[src/rtl/analog_axis_emu.sv]
// Paddle/analog-axis source: merges PS/2 mouse deltas (saturating accumulators)
// with a host analog joystick, with mode select, auto-detect and optional decay.
module analog_axis_emu #(
  parameter int W       = 8,
  parameter int MAXSTEP = 10,
  parameter int SENS_SH = 0
) (
  input  logic         clk_sys,
  input  logic         reset_n,
  input  logic [24:0]  ps2_mouse,
  input  logic [W-1:0] joy_ax,
  input  logic [W-1:0] joy_ay,
  input  logic [1:0]   joy_btn,
  input  logic [1:0]   mode,
  input  logic         decay_ce,
  output logic [W-1:0] ax_out,
  output logic [W-1:0] ay_out,
  output logic [1:0]   btn_out,
  output logic         src_mouse,
  output logic         upd
);

  localparam int AW = (W + 2 > 10) ? W + 2 : 10;
  localparam logic signed [AW-1:0] ACC_MAX  = AW'((2 ** (W - 1)) - 1);
  localparam logic signed [AW-1:0] ACC_MIN  = ~ACC_MAX;
  localparam logic signed [AW-1:0] STEP_MAX = AW'(MAXSTEP);
  localparam logic signed [AW-1:0] STEP_MIN = -STEP_MAX;

  localparam logic [1:0] MODE_AUTO  = 2'b00;
  localparam logic [1:0] MODE_JOY   = 2'b01;
  localparam logic [1:0] MODE_MOUSE = 2'b10;
  localparam logic [1:0] MODE_DECAY = 2'b11;

  function automatic logic signed [AW-1:0] mouse_delta(input logic sgn, input logic [7:0] mag);
    logic signed [AW-1:0] d;
    d = {{(AW - 8){sgn}}, mag};
    d = d >>> SENS_SH;
    if (d > STEP_MAX) begin
      d = STEP_MAX;
    end else if (d < STEP_MIN) begin
      d = STEP_MIN;
    end else begin
      d = d;
    end
    return d;
  endfunction

  function automatic logic signed [AW-1:0] sat_add(input logic signed [AW-1:0] a,
                                                   input logic signed [AW-1:0] d);
    logic signed [AW-1:0] s;
    s = a + d;
    if (s > ACC_MAX) begin
      s = ACC_MAX;
    end else if (s < ACC_MIN) begin
      s = ACC_MIN;
    end else begin
      s = s;
    end
    return s;
  endfunction

  function automatic logic signed [AW-1:0] toward_zero(input logic signed [AW-1:0] a);
    logic signed [AW-1:0] r;
    if (a[AW-1]) begin
      r = a + AW'(1);
    end else if (a != '0) begin
      r = a - AW'(1);
    end else begin
      r = a;
    end
    return r;
  endfunction

  logic signed [AW-1:0] acc_x_q, acc_x_d, acc_y_q, acc_y_d;
  logic                 src_q, src_d;
  logic                 old_stb_q, old_stb_d;
  logic [1:0]           prev_mode_q, prev_mode_d;
  logic [W-1:0]         ax_q, ax_d, ay_q, ay_d;
  logic [1:0]           btn_q, btn_d;
  logic                 upd_q, upd_d;

  logic                 evt_s;
  logic                 mode_chg_s;
  logic                 joy_active_s;
  logic signed [AW-1:0] dx_s, dy_s;
  logic                 unused_bits_s;

  assign evt_s         = ps2_mouse[24] ^ old_stb_q;
  assign mode_chg_s    = (mode != prev_mode_q);
  assign joy_active_s  = (joy_ax != '0) || (joy_ay != '0);
  assign dx_s          = mouse_delta(ps2_mouse[4], ps2_mouse[15:8]);
  assign dy_s          = mouse_delta(ps2_mouse[5], ps2_mouse[23:16]);
  assign unused_bits_s = ^{ps2_mouse[7:6], ps2_mouse[3:2]};

  always_comb begin
    acc_x_d     = acc_x_q;
    acc_y_d     = acc_y_q;
    src_d       = src_q;
    old_stb_d   = ps2_mouse[24];
    prev_mode_d = mode;
    if (mode_chg_s) begin
      acc_x_d = '0;
      acc_y_d = '0;
      src_d   = mode[1];
    end else begin
      case (mode)
        MODE_AUTO: begin
          // joystick activity beats a mouse event in the same cycle
          if (joy_active_s) begin
            src_d   = 1'b0;
            acc_x_d = '0;
            acc_y_d = '0;
          end else if (evt_s) begin
            src_d   = 1'b1;
            acc_x_d = sat_add(acc_x_q, dx_s);
            acc_y_d = sat_add(acc_y_q, dy_s);
          end else begin
            src_d = src_q;
          end
        end
        MODE_JOY: begin
          src_d   = 1'b0;
          acc_x_d = '0;
          acc_y_d = '0;
        end
        MODE_MOUSE: begin
          src_d = 1'b1;
          if (evt_s) begin
            acc_x_d = sat_add(acc_x_q, dx_s);
            acc_y_d = sat_add(acc_y_q, dy_s);
          end else begin
            acc_x_d = acc_x_q;
          end
        end
        MODE_DECAY: begin
          src_d = 1'b1;
          if (evt_s) begin
            acc_x_d = sat_add(acc_x_q, dx_s);
            acc_y_d = sat_add(acc_y_q, dy_s);
          end else if (decay_ce) begin
            acc_x_d = toward_zero(acc_x_q);
            acc_y_d = toward_zero(acc_y_q);
          end else begin
            acc_x_d = acc_x_q;
          end
        end
        default: begin
          src_d = src_q;
        end
      endcase
    end

    ax_d  = src_d ? acc_x_d[W-1:0] : joy_ax;
    ay_d  = src_d ? acc_y_d[W-1:0] : joy_ay;
    btn_d = src_d ? ps2_mouse[1:0] : joy_btn;
    upd_d = (ax_d != ax_q) || (ay_d != ay_q) || (btn_d != btn_q);
  end

  // State and output registers; reset re-arms the strobe so no event follows release
  always_ff @(posedge clk_sys) begin
    if (!reset_n) begin
      acc_x_q     <= '0;
      acc_y_q     <= '0;
      src_q       <= 1'b0;
      old_stb_q   <= ps2_mouse[24];
      prev_mode_q <= mode;
      ax_q        <= '0;
      ay_q        <= '0;
      btn_q       <= 2'b00;
      upd_q       <= 1'b0;
    end else begin
      acc_x_q     <= acc_x_d;
      acc_y_q     <= acc_y_d;
      src_q       <= src_d;
      old_stb_q   <= old_stb_d;
      prev_mode_q <= prev_mode_d;
      ax_q        <= ax_d;
      ay_q        <= ay_d;
      btn_q       <= btn_d;
      upd_q       <= upd_d;
    end
  end

  assign ax_out    = ax_q;
  assign ay_out    = ay_q;
  assign btn_out   = btn_q;
  assign src_mouse = src_q;
  assign upd       = upd_q;

endmodule

[config.mk]
export PLATFORM = sky130hd
export DESIGN_NAME = analog_axis_emu
export DESIGN_NICKNAME = d
export VERILOG_FILES = /design/src/rtl/analog_axis_emu.sv
export SDC_FILE = /design/constraint.sdc
export NUM_CORES = 1
export LEC_CHECK = 0
export ABC_AREA = 1
export BUFFER_PORTS_ARGS = -buffer_cell sky130_fd_sc_hd__buf_2
export CORE_MARGIN = 5
export CORE_UTILIZATION = 61
export CTS_BUF_LIST = sky130_fd_sc_hd__clkbuf_8
export CTS_CLUSTER_SIZE = 40
export DETAILED_ROUTE_END_ITERATION = 16
export GPL_TIMING_DRIVEN = 0
export PLACE_DENSITY_LB_ADDON = 0.15
export SLEW_MARGIN = 20
export SYNTH_ARGS = -nofsm -noshare
export SYNTH_HDL_FRONTEND = slang
export SYNTH_SLANG_ARGS = --single-unit
[constraint.sdc]
create_clock -name clk_sys -period 4.9 [get_ports clk_sys]
set_input_delay 0.98 -clock clk_sys [delete_from_list [all_inputs] [get_ports clk_sys]]
set_output_delay 0.98 -clock clk_sys [all_outputs]
set_load 0.005 [all_outputs]
### Word-level counts from Yosys, hierarchy flattened

Index checks and enable logic that the tools add are counted.

* bits in registers: 43
* input bits: 48
* word-level logic and storage cells: 82

* add/sub/neg operators: 6
* magnitude comparators: 8
* equality and inequality tests: 10
* multiplexer cells: 31
* bitwise gates (word level): 2
* reduce and logical (&&, ||, !) cells: 12

Operators by type and width (count)
* two-way mux 10 bit: 20
* one-hot mux 10 bit (4 select lines): 2
* two-way mux 8 bit: 4
* adder 10 bit: 2
* adder 10 x 2 -> 10 bit (second input constant): 2
* > comparator 10 x 8 -> 1 bit (second input constant): 2
* less-than comparator 10 x 8 -> 1 bit (second input constant): 2
* nonzero test 10 bit: 2
* subtractor 10 x 2 -> 10 bit (second input constant): 2
* > comparator 9 x 5 -> 1 bit (second input constant): 2
* less-than comparator 9 x 5 -> 1 bit (second input constant): 2
* inequality test 8 bit: 2
* nonzero test 8 bit: 2
* inequality test 4 bit (second input constant): 2
* == test 2 bit (second input constant): 2
* inequality test 2 bit: 2
* AND reduction 2 bit: 2
* OR reduction 2 bit: 2
* logical OR 1 bit: 3
* two-way mux 1 bit: 3
* inequality test 3 bit (second input constant): 1
* one-hot mux 1 bit (3 select lines): 1
* == test 2 x 1 -> 1 bit (second input constant): 1
* logical NOT 2 bit: 1
* other kinds (3): 3

### Longest topological paths before layout

Gate-level depths: netlist of the first run.

* word-level depth: 15
* depth in mapped cells: 33

### Worst setup path after synthesis of the first run

No wires, ideal clock.

* path type: in2reg
* start: input port ps2_mouse[22]
* end: register upd_q, in the netlist upd
* setup time: 0.128 ns
* arrival time: 4.151 ns
* data required time: 4.772 ns
* path slack: 0.621 ns
* cell stages on the path: 32
* path through: inv_1 > nor3_1 > nand4_1 > ha_1 > inv_1 > nand2_1 > nor2_1 > ha_1 > fa_1 > nand2_1 > nand2_1 > nand3_1 > nand2_1 > nand2_1 > nand2_1 > nor2_1 > nand2_1 > ha_1 > inv_1 > nand2_1 > o21ai_0 > inv_1 > nand2_1 > nand3_1 > nand2_1 > nand2_1 > nand2_1 > nand2_1 > nor2_1 > nand3_1 > nor2_1 > nor2_1

* word-level cells in the longest chain between the ends: 15
* elaborated cells between the ends (all ways): 18
* classes of those cells: 1 x add/sub; 4 x order compare; 1 x eq/ne; 10 x mux; 2 x reduce/logical

Ends and longest elaborated chain
* start: declaration: RTL line 10 `input logic [24:0] ps2_mouse,`
* less-than comparator 9 x 5 -> 1 bit: RTL line 40 `end else if (d < STEP_MIN) begin`
* two-way mux 10 bit: RTL line 40
* two-way mux 10 bit (*): RTL line 38 `if (d > STEP_MAX) begin`
* adder 10 bit (*): RTL line 51 `s = a + d;`
* less-than comparator 10 x 8 -> 1 bit: RTL line 54 `end else if (s < ACC_MIN) begin`
* two-way mux 10 bit: RTL line 54
* two-way mux 10 bit (*): RTL line 52 `if (s > ACC_MAX) begin`
* two-way mux 10 bit: RTL line 128 `if (evt_s) begin`
* two-way mux 10 bit: RTL line 109 `if (joy_active_s) begin`
* one-hot mux 10 bit (4 select lines) (*): RTL line 106 `case (mode)`
* two-way mux 8 bit (*): RTL line 101 `if (mode_chg_s) begin`
* two-way mux 8 bit (*): RTL line 154 `ay_d = src_d ? acc_y_d[W-1:0] : joy_ay;`
* inequality test 8 bit (*): RTL line 156 `upd_d = (ax_d != ax_q) || (ay_d != ay_q) || (btn_d != btn_q);`
* logical OR 1 bit (*) (2 in a row): RTL line 156
* end signal: assignment: RTL line 180 `upd_q <= upd_d;`
* end: declaration: RTL line 80 `logic upd_q, upd_d;`

Mark *: on every way between the ends. The rest lies on a longest branch, timed or not.
A chain may end at the register's enable or synchronous reset.

### Final worst setup path of the first run

Ends and elaborated chain as after synthesis.

==> impl_metrics.csv, run 1 <==
group,metric,value,unit
finish,drive_above_1_share,11.63,%
synthesis,syn_nets,978,
clock_network,cts_max_level,2,
finish,area_delta_synth_final,11.24,%
power_and_ir_drop,seqPwrFrac,36.9,%
power_and_ir_drop,irDropWorstVdd,0.2001,mV
synthesis,synthArstFlopShare,0,%
synthesis,ys_ff_latch,43,
power_and_ir_drop,netSwitchingPower,0.4105,mW
die,rows,32,
clock_network,cts_max_path_buffers,2,
finish,register_area,860.8,um^2
worst_setup_path,worst-path-max-fanout,7,
timing,setup_violations,0,
power_and_ir_drop,swShare,40.00,%
place,place_area,5345,um^2
worst_setup_path,critPathLaunchType,"input pin",
worst_setup_path,timing.rr.end,"upd",
finish,fin_area,5459,um^2
worst_setup_path,r2r.worst_path.cells,26,
drt,initialDrtViolationCount,551,
timing,fin_skew,0.01386,ns
clock_network,postCtsHoldBufs,0,
clock_network,clk_transition_reported_paths,0.10,ns
worst_setup_path,regToRegSetupSlack,1.53,ns
worst_setup_path,worst-path-buf-inv,5,
global_route,grt_max_degree,15,
worst_setup_path,crit_type,"input pin to flop",
synthesis,synth_area_per_cell,5.440,um^2
drt,totalWireLength,14.36,mm
timing,relSlewSlack,62.40,%
timing,finalCritPeriodShare,92.22,%
job,drv_cap,0,
clock_network,cts.sinks,43,
finish,layout.nets,1047,
worst_setup_path,end_kind,"flop",
global_route,grt_first_pass_wirelength,23.77,mm
clock_network,numCtsBuffers,5,
drt,via_per_inst,5.453,
power_and_ir_drop,leakage,2.897,nW
synthesis,ys_types,38,
die,die_y,99.69,um
timing,max_freq,0.2213,GHz
clock_network,post-cts-setup-buffers,0,
power_and_ir_drop,powerDensity,188.0,nW/um^2
synthesis,yosysWarnings,0,
power_and_ir_drop,p_int,0.6156,mW
worst_setup_path,crit_family,"simple AND/OR/NAND/NOR gates",
die,initial_core_util,63.18,%
min_path,holdPathStages,2,
min_path,min-delay-start,"acc_x_q[8]",
timing,fin_tns_setup,0,ns
worst_setup_path,crit_path_start,"ps2_mouse[22]",
drt,drtAntennaViolNets,0,
die,die_x,99.69,um
min_path,holdCritPathClass,"flop to flop",
drt,firstDrtPassIters,5,
worst_setup_path,cp_data_required_time,5.08,ns
place,dp_hpwl,11.42,mm
timing,worst_pin_slew,0.5640,ns
timing,timing.final.hold_violations,0,
global_route,antenna_found_initial,0,
worst_setup_path,cpMostUsedCell,"nand2_1",
drt,drc,0,
finish,multi_input_area,3467,um^2
global_route,grt_use_total,28.80,%
worst_setup_path,rr_startpoint,"acc_x_q[3]",
status,status,"complete, no violations",
clock_network,clk_latency,0.31,ns
power_and_ir_drop,p_comb_share,38.3,%
timing,period_needed,4.519,ns
drt,wire_per_inst,13.37,um
worst_setup_path,crit_path_top_delay_cell,"fa_1",
place,place.gp.congestion,1.017,
power_and_ir_drop,clkPwrFrac,24.8,%
clock_network,root_buffer,"clkbuf_8",
worst_setup_path,cp_slowest_stage_delay,0.40,ns
finish,num-fill-cells,761,
synthesis,seq_area_frac_synth,17.54,%
synthesis,synth_flop_cell,"dfxtp_1",
place,portBuffers,62,
synthesis,synth_cells,902,
clock_network,cts_tree,"built",
min_path,min_to,"acc_x_q[8]",
die,num_io_pins,68,
timing,slew_viol_final,0,
worst_setup_path,arrival,4.70,ns
synthesis,syn_area,4907,um^2
drt,vias,5857,
global_route,gr-total-overflow,0,
finish,diodes,0,
global_route,grt_pass1_vias,5140,
die,die_area,9938,um^2
die,fp.coreArea,7767,um^2
synthesis,synth_enable_flop_cells,0,
timing,rsz0062_at_grt,"no",
registers in the layout, indices dropped and copies added (netlist names):
signal and cells:
acc_y_q 10, ay_out 8, acc_x_q 10, btn_out 2, prev_mode_q 2, ax_out 8, upd 1, src_mouse 1
old_stb_q 1
Yosys cell counts, types with 2 or more instances:
cell type    n  area, um^2
a21oi_1     67       335.3
a31oi_1      4       25.02
buf_1        2       7.510
buf_2        8       40.04
buf_6        3       33.78
clkbuf_1    10       37.54
dfxtp_1     43       860.8
fa_1         2       40.04
ha_1        26       325.3
inv_1      113       424.2
inv_2        9       33.78
nand2_1    280        1051
nand2_2      3       18.77
nand3_1    102       510.5
nand3_2      2       20.02
nand3_4      2       35.03
nand3b_1    16       120.1
nand4_1     18       112.6
nor2_1     120       450.4
nor3_1       7       35.03
nor4_1       2       12.51
o211ai_1     3       22.52
o21ai_0     41       205.2
o22ai_1      2       12.51
or2_1        2       12.51
or2_2        3       18.77
power groups by stage:
stage / clock network (mW) / registers, mW / logic (mW)
3_3_place_gp: 0 / 0.386 / 0.379
4_1_cts: 0.251 / 0.378 / 0.384
5_1_grt: 0.268 / 0.381 / 0.447
2_1_floorplan: 0 / 0.383 / 0.282
3_5_place_dp: 0 / 0.386 / 0.382
6_report: 0.254 / 0.379 / 0.393
cell usage in the layout (no fill, tap or decap), types with 12 or more instances in the layout:
cell	n
inv_2	12
buf_2	70
a21oi_1	67
ha_1	24
nand4_1	18
o21ai_0	40
nand3_1	102
nor2_1	120
nand3b_1	16
dfxtp_1	43
inv_1	110
nand2_1	279
logic make-up after synthesis:
| kind of cell | after synthesis | synth area share (%) |
|---|---|---|
| AO/OA/AOI/OAI | 121 | 12.90 |
| XOR/XNOR | 3 | 0.6886 |
| adder cells (fa/ha/maj) | 28 | 7.445 |
| buffers and inverters | 148 | 12.11 |
| flip-flops | 43 | 17.54 |
| AND/OR/NAND/NOR | 559 | 49.31 |
worst max path at each step:
stage,slack [ns],cells past startpoint,end
2_1_floorplan,0.62,32,upd
3_3_place_gp,0.05,33,upd
3_5_place_dp,0.05,33,upd
4_1_cts,0.28,33,upd
5_1_grt,0.003,32,upd
6_report,0.38,33,upd
metal layers:
layer | track usage (%) | vias to the layer above | wire length [um]
met4 | 7.038 | 0 | 244
met3 | 5.400 | 28 | 1453
met2 | 43.36 | 261 | 6047
li1 | - | 3048 | -
met5 | 0 | - | 0
met1 | 42.17 | 2520 | 6615
through the flow:
step           hold WS [ns]  setup WS (ns)  total power, mW  util (%)  std cells
3_5_place_dp         0.5508        0.05199           0.7683     68.81       1066
3_3_place_gp         0.5542        0.05303           0.7653     68.81       1066
5_1_grt              0.6021       0.003246            1.095     70.28       1074
2_1_floorplan        0.4931         0.6210           0.6651         -        902
6_report             0.5731         0.3814            1.026     70.28       1074
4_1_cts              0.5673         0.2807            1.014     70.09       1074
worst register-to-register path, delay by kind of cell, from the launching register on:
family,cells,cell delay (ns)
simple gates,18,1.56
fa+ha+maj,2,0.66
flops,1,0.54
buf+inv,5,0.34
compound gates,1,0.13
final cells by class:
type | count | area share (%)
Buffer | 24 | 2.315
Clock buffer | 6 | 1.513
Clock inverter | 2 | 0.2980
Inverter | 124 | 8.572
Multi-Input combinational cell | 711 | 63.51
Sequential cell | 43 | 15.77
Tap cell | 102 | 2.338
Timing Repair Buffer | 62 | 5.684
what timing repair did:
action,in CTS,in global routing
endpoints found under the setup margin,0,1
hold endpoints to repair,0,0
gates resized for setup,0,9
Power figures use the tool's default switching activity.
==> inputs of run 2 (changes only) <==
--- a/config.mk
+++ b/config.mk
@@ -8,12 +8,11 @@
 export ABC_AREA = 1
 export BUFFER_PORTS_ARGS = -buffer_cell sky130_fd_sc_hd__buf_2
 export CORE_MARGIN = 5
-export CORE_UTILIZATION = 61
+export CORE_UTILIZATION = 35
 export CTS_BUF_LIST = sky130_fd_sc_hd__clkbuf_8
 export CTS_CLUSTER_SIZE = 40
 export DETAILED_ROUTE_END_ITERATION = 16
 export GPL_TIMING_DRIVEN = 0
-export PLACE_DENSITY_LB_ADDON = 0.15
 export SLEW_MARGIN = 20
 export SYNTH_ARGS = -nofsm -noshare
 export SYNTH_HDL_FRONTEND = slang
==> run 2 against run 1 <==
Register-to-register slack better by 0.06 ns; wire length is 9.5% higher; fmax is 0.45% lower; clock power is 4% higher; via count is 0.80% lower; sequential share of layout area is 0.34 points lower; largest cell class unchanged; count of clock-buffer cells in the layout stayed put; largest power group unchanged.
==> impl_metrics.csv, run 2 (synthesis gave the netlist of run 1 again) <==
group,metric,value,unit
clock_network,cts_max_path_buffers,2,
clock_network,cts_max_level,2,
clock_network,clk_transition_reported_paths,0.10,ns
drt,initialDrtViolationCount,445,
die,die_x,128.4,um
clock_network,clk_latency,0.32,ns
die,die_y,128.4,um
global_route,grt_use_total,18.81,%
timing,setup_ws,0.3611,ns
power_and_ir_drop,irDropWorstVdd,0.1246,mV
timing,timing.final.hold_violations,0,
timing,period_needed,4.539,ns
die,fp.coreArea,13830,um^2
place,portBuffers,62,
finish,reg.largest.list,"acc_x_q: 10 flops, acc_y_q: 10 flops",
power_and_ir_drop,p_comb_share,38.4,%
timing,relSlewSlack,60.60,%
worst_setup_path,rr_startpoint,"acc_x_q[3]",
worst_setup_path,crit_path_top_delay_cell,"ha_2",
drt,via_per_inst,5.043,
die,rows,43,
worst_setup_path,r2r.worst_path.cells,23,
die,die_area,16490,um^2
finish,layout.nets,1047,
timing,slew_viol_final,0,
clock_network,postCtsHoldBufs,0,
worst_setup_path,endpoint,"upd",
finish,final_cell_mix,"nand2_1, nor2_1, inv_1",
drt,firstDrtPassIters,5,
power_and_ir_drop,p_int,0.6172,mW
power_and_ir_drop,seqPwrFrac,36.2,%
die,initial_core_util,35.49,%
worst_setup_path,cpMostUsedCell,"nand2_1",
power_and_ir_drop,leakage,2.895,nW
worst_setup_path,critPathLaunchType,"input pin",
timing,finalCritPeriodShare,92.63,%
timing,rsz0062_at_grt,"no",
place,dp_hpwl,12.54,mm
power_and_ir_drop,netSwitchingPower,0.4291,mW
min_path,min-delay-start,"acc_x_q[8]",
worst_setup_path,crit_path_start,"ps2_mouse[13]",
worst_setup_path,cp_data_required_time,5.09,ns
power_and_ir_drop,swShare,41.01,%
power_and_ir_drop,powerDensity,187.5,nW/um^2
power_and_ir_drop,clkPwrFrac,25.3,%
drt,drc,0,
global_route,grt_max_degree,15,
drt,wire_per_inst,13.65,um
timing,hold_slack,0.5713,ns
finish,drive_above_1_share,12.04,%
timing,max_freq,0.2203,GHz
clock_network,root_buffer,"clkbuf_8",
timing,fin_skew,0.01080,ns
power_and_ir_drop,p_total,1.046,mW
clock_network,cts_tree,"built",
place,post-place-ws,-0.05534,ns
die,num_io_pins,68,
min_path,holdCritPathClass,"flop to flop",
drt,drtAntennaViolNets,0,
worst_setup_path,crit_type,"input pin to flop",
worst_setup_path,worst-path-max-fanout,7,
finish,fin_area,5580,um^2
global_route,antenna_found_initial,0,
worst_setup_path,cp_slowest_stage_delay,0.40,ns
worst_setup_path,end_kind,"flop",
global_route,grt_first_pass_wirelength,25.50,mm
worst_setup_path,timing.rr.end,"upd",
timing,worst_pin_slew,0.5909,ns
finish,final_common_cell,"nand2_1",
worst_setup_path,regToRegSetupSlack,1.59,ns
place,place_area,5443,um^2
drt,vias,5810,
status,status,"complete, no violations",
worst_setup_path,arrival,4.73,ns
drt,totalWireLength,15.73,mm
global_route,grt_pass1_vias,5141,
place,place.gp.congestion,0.9314,
finish,area_delta_synth_final,13.72,%
clock_network,numCtsBuffers,5,
timing,setup_violations,0,
job,drv_cap,0,
finish,diodes,0,
global_route,gr-total-overflow,0,
clock_network,cts.sinks,43,
-- run 2: cell counts in the layout (fill, tap and decap cells not counted) --
No cell type changed its count.
-- run 2: area by class of cell --
type                    instances  area, um^2
well taps                     180       225.2
clock buffers                   6       82.58
repair buffers                 62       310.3
clock inverters                 2       16.27
flip-flops and latches         43       860.8
plain buffers                  24       126.4
fillers                      1537        8247
multi-input cells             711        3491
inverters                     124       467.9
-- run 2: worst min path at each step --
stage	end	depth (start not counted)
finish	acc_x_q[8]	2
floorplan	acc_x_q[8]	2
CTS	acc_x_q[8]	2
detailed placement	acc_x_q[8]	2
global placement	acc_x_q[8]	2
global route	acc_x_q[8]	2
-- run 2: routing by layer --
metal / share of wire (%) / global-route usage, % / up-vias
met5: 0 / 0 / -
met4: 0.99 / 2.996 / 0
met3: 6.8 / 2.781 / 17
met2: 43 / 29.27 / 187
met1: 49 / 27.95 / 2556
li1: - / - / 3050
-- run 2: critical path: cells and delay by family --
family | cells | cell delay [ns]
buffers and inverters | 5 | 0.38
adders and majority gates | 3 | 1.04
and+or+nand+nor | 20 | 1.88
AOI/OAI and AO/OA | 2 | 0.43
-- run 2: repair_timing --
item	in CTS	in global routing
setup endpoints to repair	0	1
resized for setup	0	13
setup buffers	0	0
-- run 2: power groups by stage --
stage	clock network, mW	registers, mW	logic [mW]
finish	0.265	0.379	0.402
global route	0.282	0.381	0.454
CTS	0.268	0.378	0.395
detailed placement	0	0.387	0.392
global placement	0	0.387	0.390
floorplan	0	0.383	0.282
-- run 2: through the flow --
stage                     cells  utilization, %  TNS [ns]
final                      1152           40.36         0
after global placement     1144           39.36  -0.09283
after CTS                  1152           40.08         0
after floorplan             902               -         0
after global routing       1152           40.36         0
after detailed placement   1144           39.36  -0.05534
==> inputs of run 3 (changes only) <==
--- a/config.mk
+++ b/config.mk
@@ -13,6 +13,7 @@
 export CTS_CLUSTER_SIZE = 40
 export DETAILED_ROUTE_END_ITERATION = 16
 export GPL_TIMING_DRIVEN = 0
+export PLACE_DENSITY = 0.62
 export SLEW_MARGIN = 20
 export SYNTH_ARGS = -nofsm -noshare
 export SYNTH_HDL_FRONTEND = slang
==> run 3 against run 2 <==
Utilization decreased by 0.081 points; power down 2.4%; sequential cell count unchanged; combinational power about the same; largest power group unchanged.
==> impl_metrics.csv, run 3 (synthesis gave the netlist of run 1 again) <==
group,metric,value,unit
clock_network,clk_latency,0.32,ns
min_path,min_to,"acc_x_q[8]",
power_and_ir_drop,p_total,1.021,mW
finish,final_cell_mix,"nand2_1, nor2_1, inv_1",
global_route,antenna_found_initial,0,
finish,diodes,0,
timing,setup_violations,0,
global_route,grt_use_total,19.08,%
finish,area_delta_synth_final,13.49,%
worst_setup_path,crit_type,"input pin to flop",
drt,totalWireLength,15.62,mm
clock_network,numCtsBuffers,5,
worst_setup_path,worst-path-max-fanout,5,
clock_network,cts.sinks,43,
clock_network,root_buffer,"clkbuf_8",
power_and_ir_drop,irDropWorstVdd,0.1065,mV
min_path,min-delay-start,"acc_x_q[8]",
finish,drive_above_1_share,11.74,%
die,die_x,128.4,um
timing,fin_skew,0.008601,ns
die,num_io_pins,68,
timing,max_freq,0.2252,GHz
drt,initialDrtViolationCount,507,
timing,timing.final.hold_violations,0,
drt,wire_per_inst,13.57,um
finish,final_common_cell,"nand2_1",
timing,slew_viol_final,0,
job,drv_cap,0,
timing,rsz0062_at_grt,"no",
finish,fin_util,40.28,%
clock_network,clk_transition_reported_paths,0.09,ns
worst_setup_path,cpMostUsedCell,"nand2_1",
clock_network,cts_tree,"built",
status,status,"complete, no violations",
place,dp_hpwl,12.43,mm
global_route,grt_pass1_vias,5382,
timing,worst_pin_slew,0.5840,ns
drt,drtAntennaViolNets,0,
drt,firstDrtPassIters,7,
min_path,holdPathStages,2,
die,fp.coreArea,13830,um^2
worst_setup_path,regToRegSetupSlack,1.64,ns
worst_setup_path,arrival,4.62,ns
timing,finalCritPeriodShare,90.62,%
die,initial_core_util,35.49,%
power_and_ir_drop,powerDensity,183.4,nW/um^2
clock_network,postCtsHoldBufs,0,
die,die_y,128.4,um
worst_setup_path,crit_path_top_delay_cell,"ha_1",
finish,multi_input_area,3496,um^2
timing,period_needed,4.441,ns
global_route,gr-total-overflow,0,
timing,setup_ws,0.4595,ns
finish,register_area,860.8,um^2
drt,vias,5856,
timing,fin_tns_setup,0,ns
worst_setup_path,cp_slowest_stage_delay,0.34,ns
place,place.gp.congestion,0.9356,
place,post-place-ws,-0.1080,ns
drt,drc,0,
die,rows,43,
finish,layout.nets,1047,
clock_network,cts_max_path_buffers,2,
die,die_area,16490,um^2
place,portBuffers,62,
global_route,grt_first_pass_wirelength,25.85,mm
clock_network,cts_max_level,2,
worst_setup_path,critPathLaunchType,"input pin",
worst_setup_path,end_kind,"flop",
worst_setup_path,r2r.worst_path.cells,22,
worst_setup_path,rr_startpoint,"acc_y_q[0]",
min_path,holdCritPathClass,"flop to flop",
finish,reg.largest.list,"acc_x_q: 10 flops, acc_y_q: 10 flops",
worst_setup_path,cp_data_required_time,5.08,ns
worst_setup_path,timing.rr.end,"upd",
timing,hold_slack,0.5680,ns
finish,num-fill-cells,1546,
global_route,grt_max_degree,14,
power_and_ir_drop,leakage,2.897,nW
timing,relSlewSlack,61.07,%
drt,via_per_inst,5.088,
==> run 3: cell count changes in the layout (fill, tap and decap cells not counted), sizes merged <==
cell      before  now
clkbuf        16   15
clkinv         2    3
clkinvlp       1    0
==> run 3: final cells by class <==
cell class | count | area share [%]
inverter | 124 | 8.403
multi-input combinational | 711 | 62.77
sequential | 43 | 15.46
timing repair buffer | 62 | 5.572
buffer | 24 | 2.269
clock buffer | 5 | 1.236
clock inverter | 2 | 0.2471
tap | 180 | 4.044
==> run 3: metal layers <==
layer | vias to the layer above | part of all wire [%] | wire length (um) | global-route usage (%)
li1 | 3054 | - | - | -
met1 | 2579 | 49 | 7607 | 27.94
met2 | 208 | 43 | 6669 | 29.54
met3 | 15 | 7.6 | 1180 | 3.196
met4 | 0 | 1.0 | 161 | 3.808
met5 | - | 0 | 0 | 0
==> run 3: timing repair <==
item | CTS | global route
endpoints found under the hold margin | 0 | 0
setup endpoints to repair | 0 | 1
resized for setup | 0 | 15
setup buffers | 0 | 0
==> run 3: worst max-delay path by stage <==
stage / startpoint / end / slack, ns / cells after the start
after floorplan: ps2_mouse[22] / upd / 0.62 / 32
after global placement: ps2_mouse[13] / upd / -0.09 / 29
after detailed placement: ps2_mouse[13] / upd / -0.11 / 33
after CTS: ps2_mouse[13] / upd / 0.20 / 30
after global routing: ps2_mouse[13] / upd / 0.04 / 33
final: ps2_mouse[13] / upd / 0.46 / 30
==> run 3: stage by stage <==
| stage | std cells | cell area, um^2 |
|---|---|---|
| after global routing | 1151 | 5569 |
| after CTS | 1151 | 5525 |
| after global placement | 1144 | 5443 |
| after floorplan | 902 | 4907 |
| after detailed placement | 1144 | 5443 |
| final | 1151 | 5569 |
==> run 3: critical path: cells and delay by family <==
family	cells	cell delay, ns
AO/OA/AOI/OAI	3	0.42
adder cells (fa/ha/maj)	3	0.97
buffers and inverters	5	0.32
AND/OR/NAND/NOR	19	1.92
==> run 3: power by group <==
group	switching [mW]	total, mW	internal, mW
registers	0.0151	0.379	0.364
clock network	0.142	0.240	0.0979
logic	0.263	0.403	0.139
total	0.421	1.02	0.601
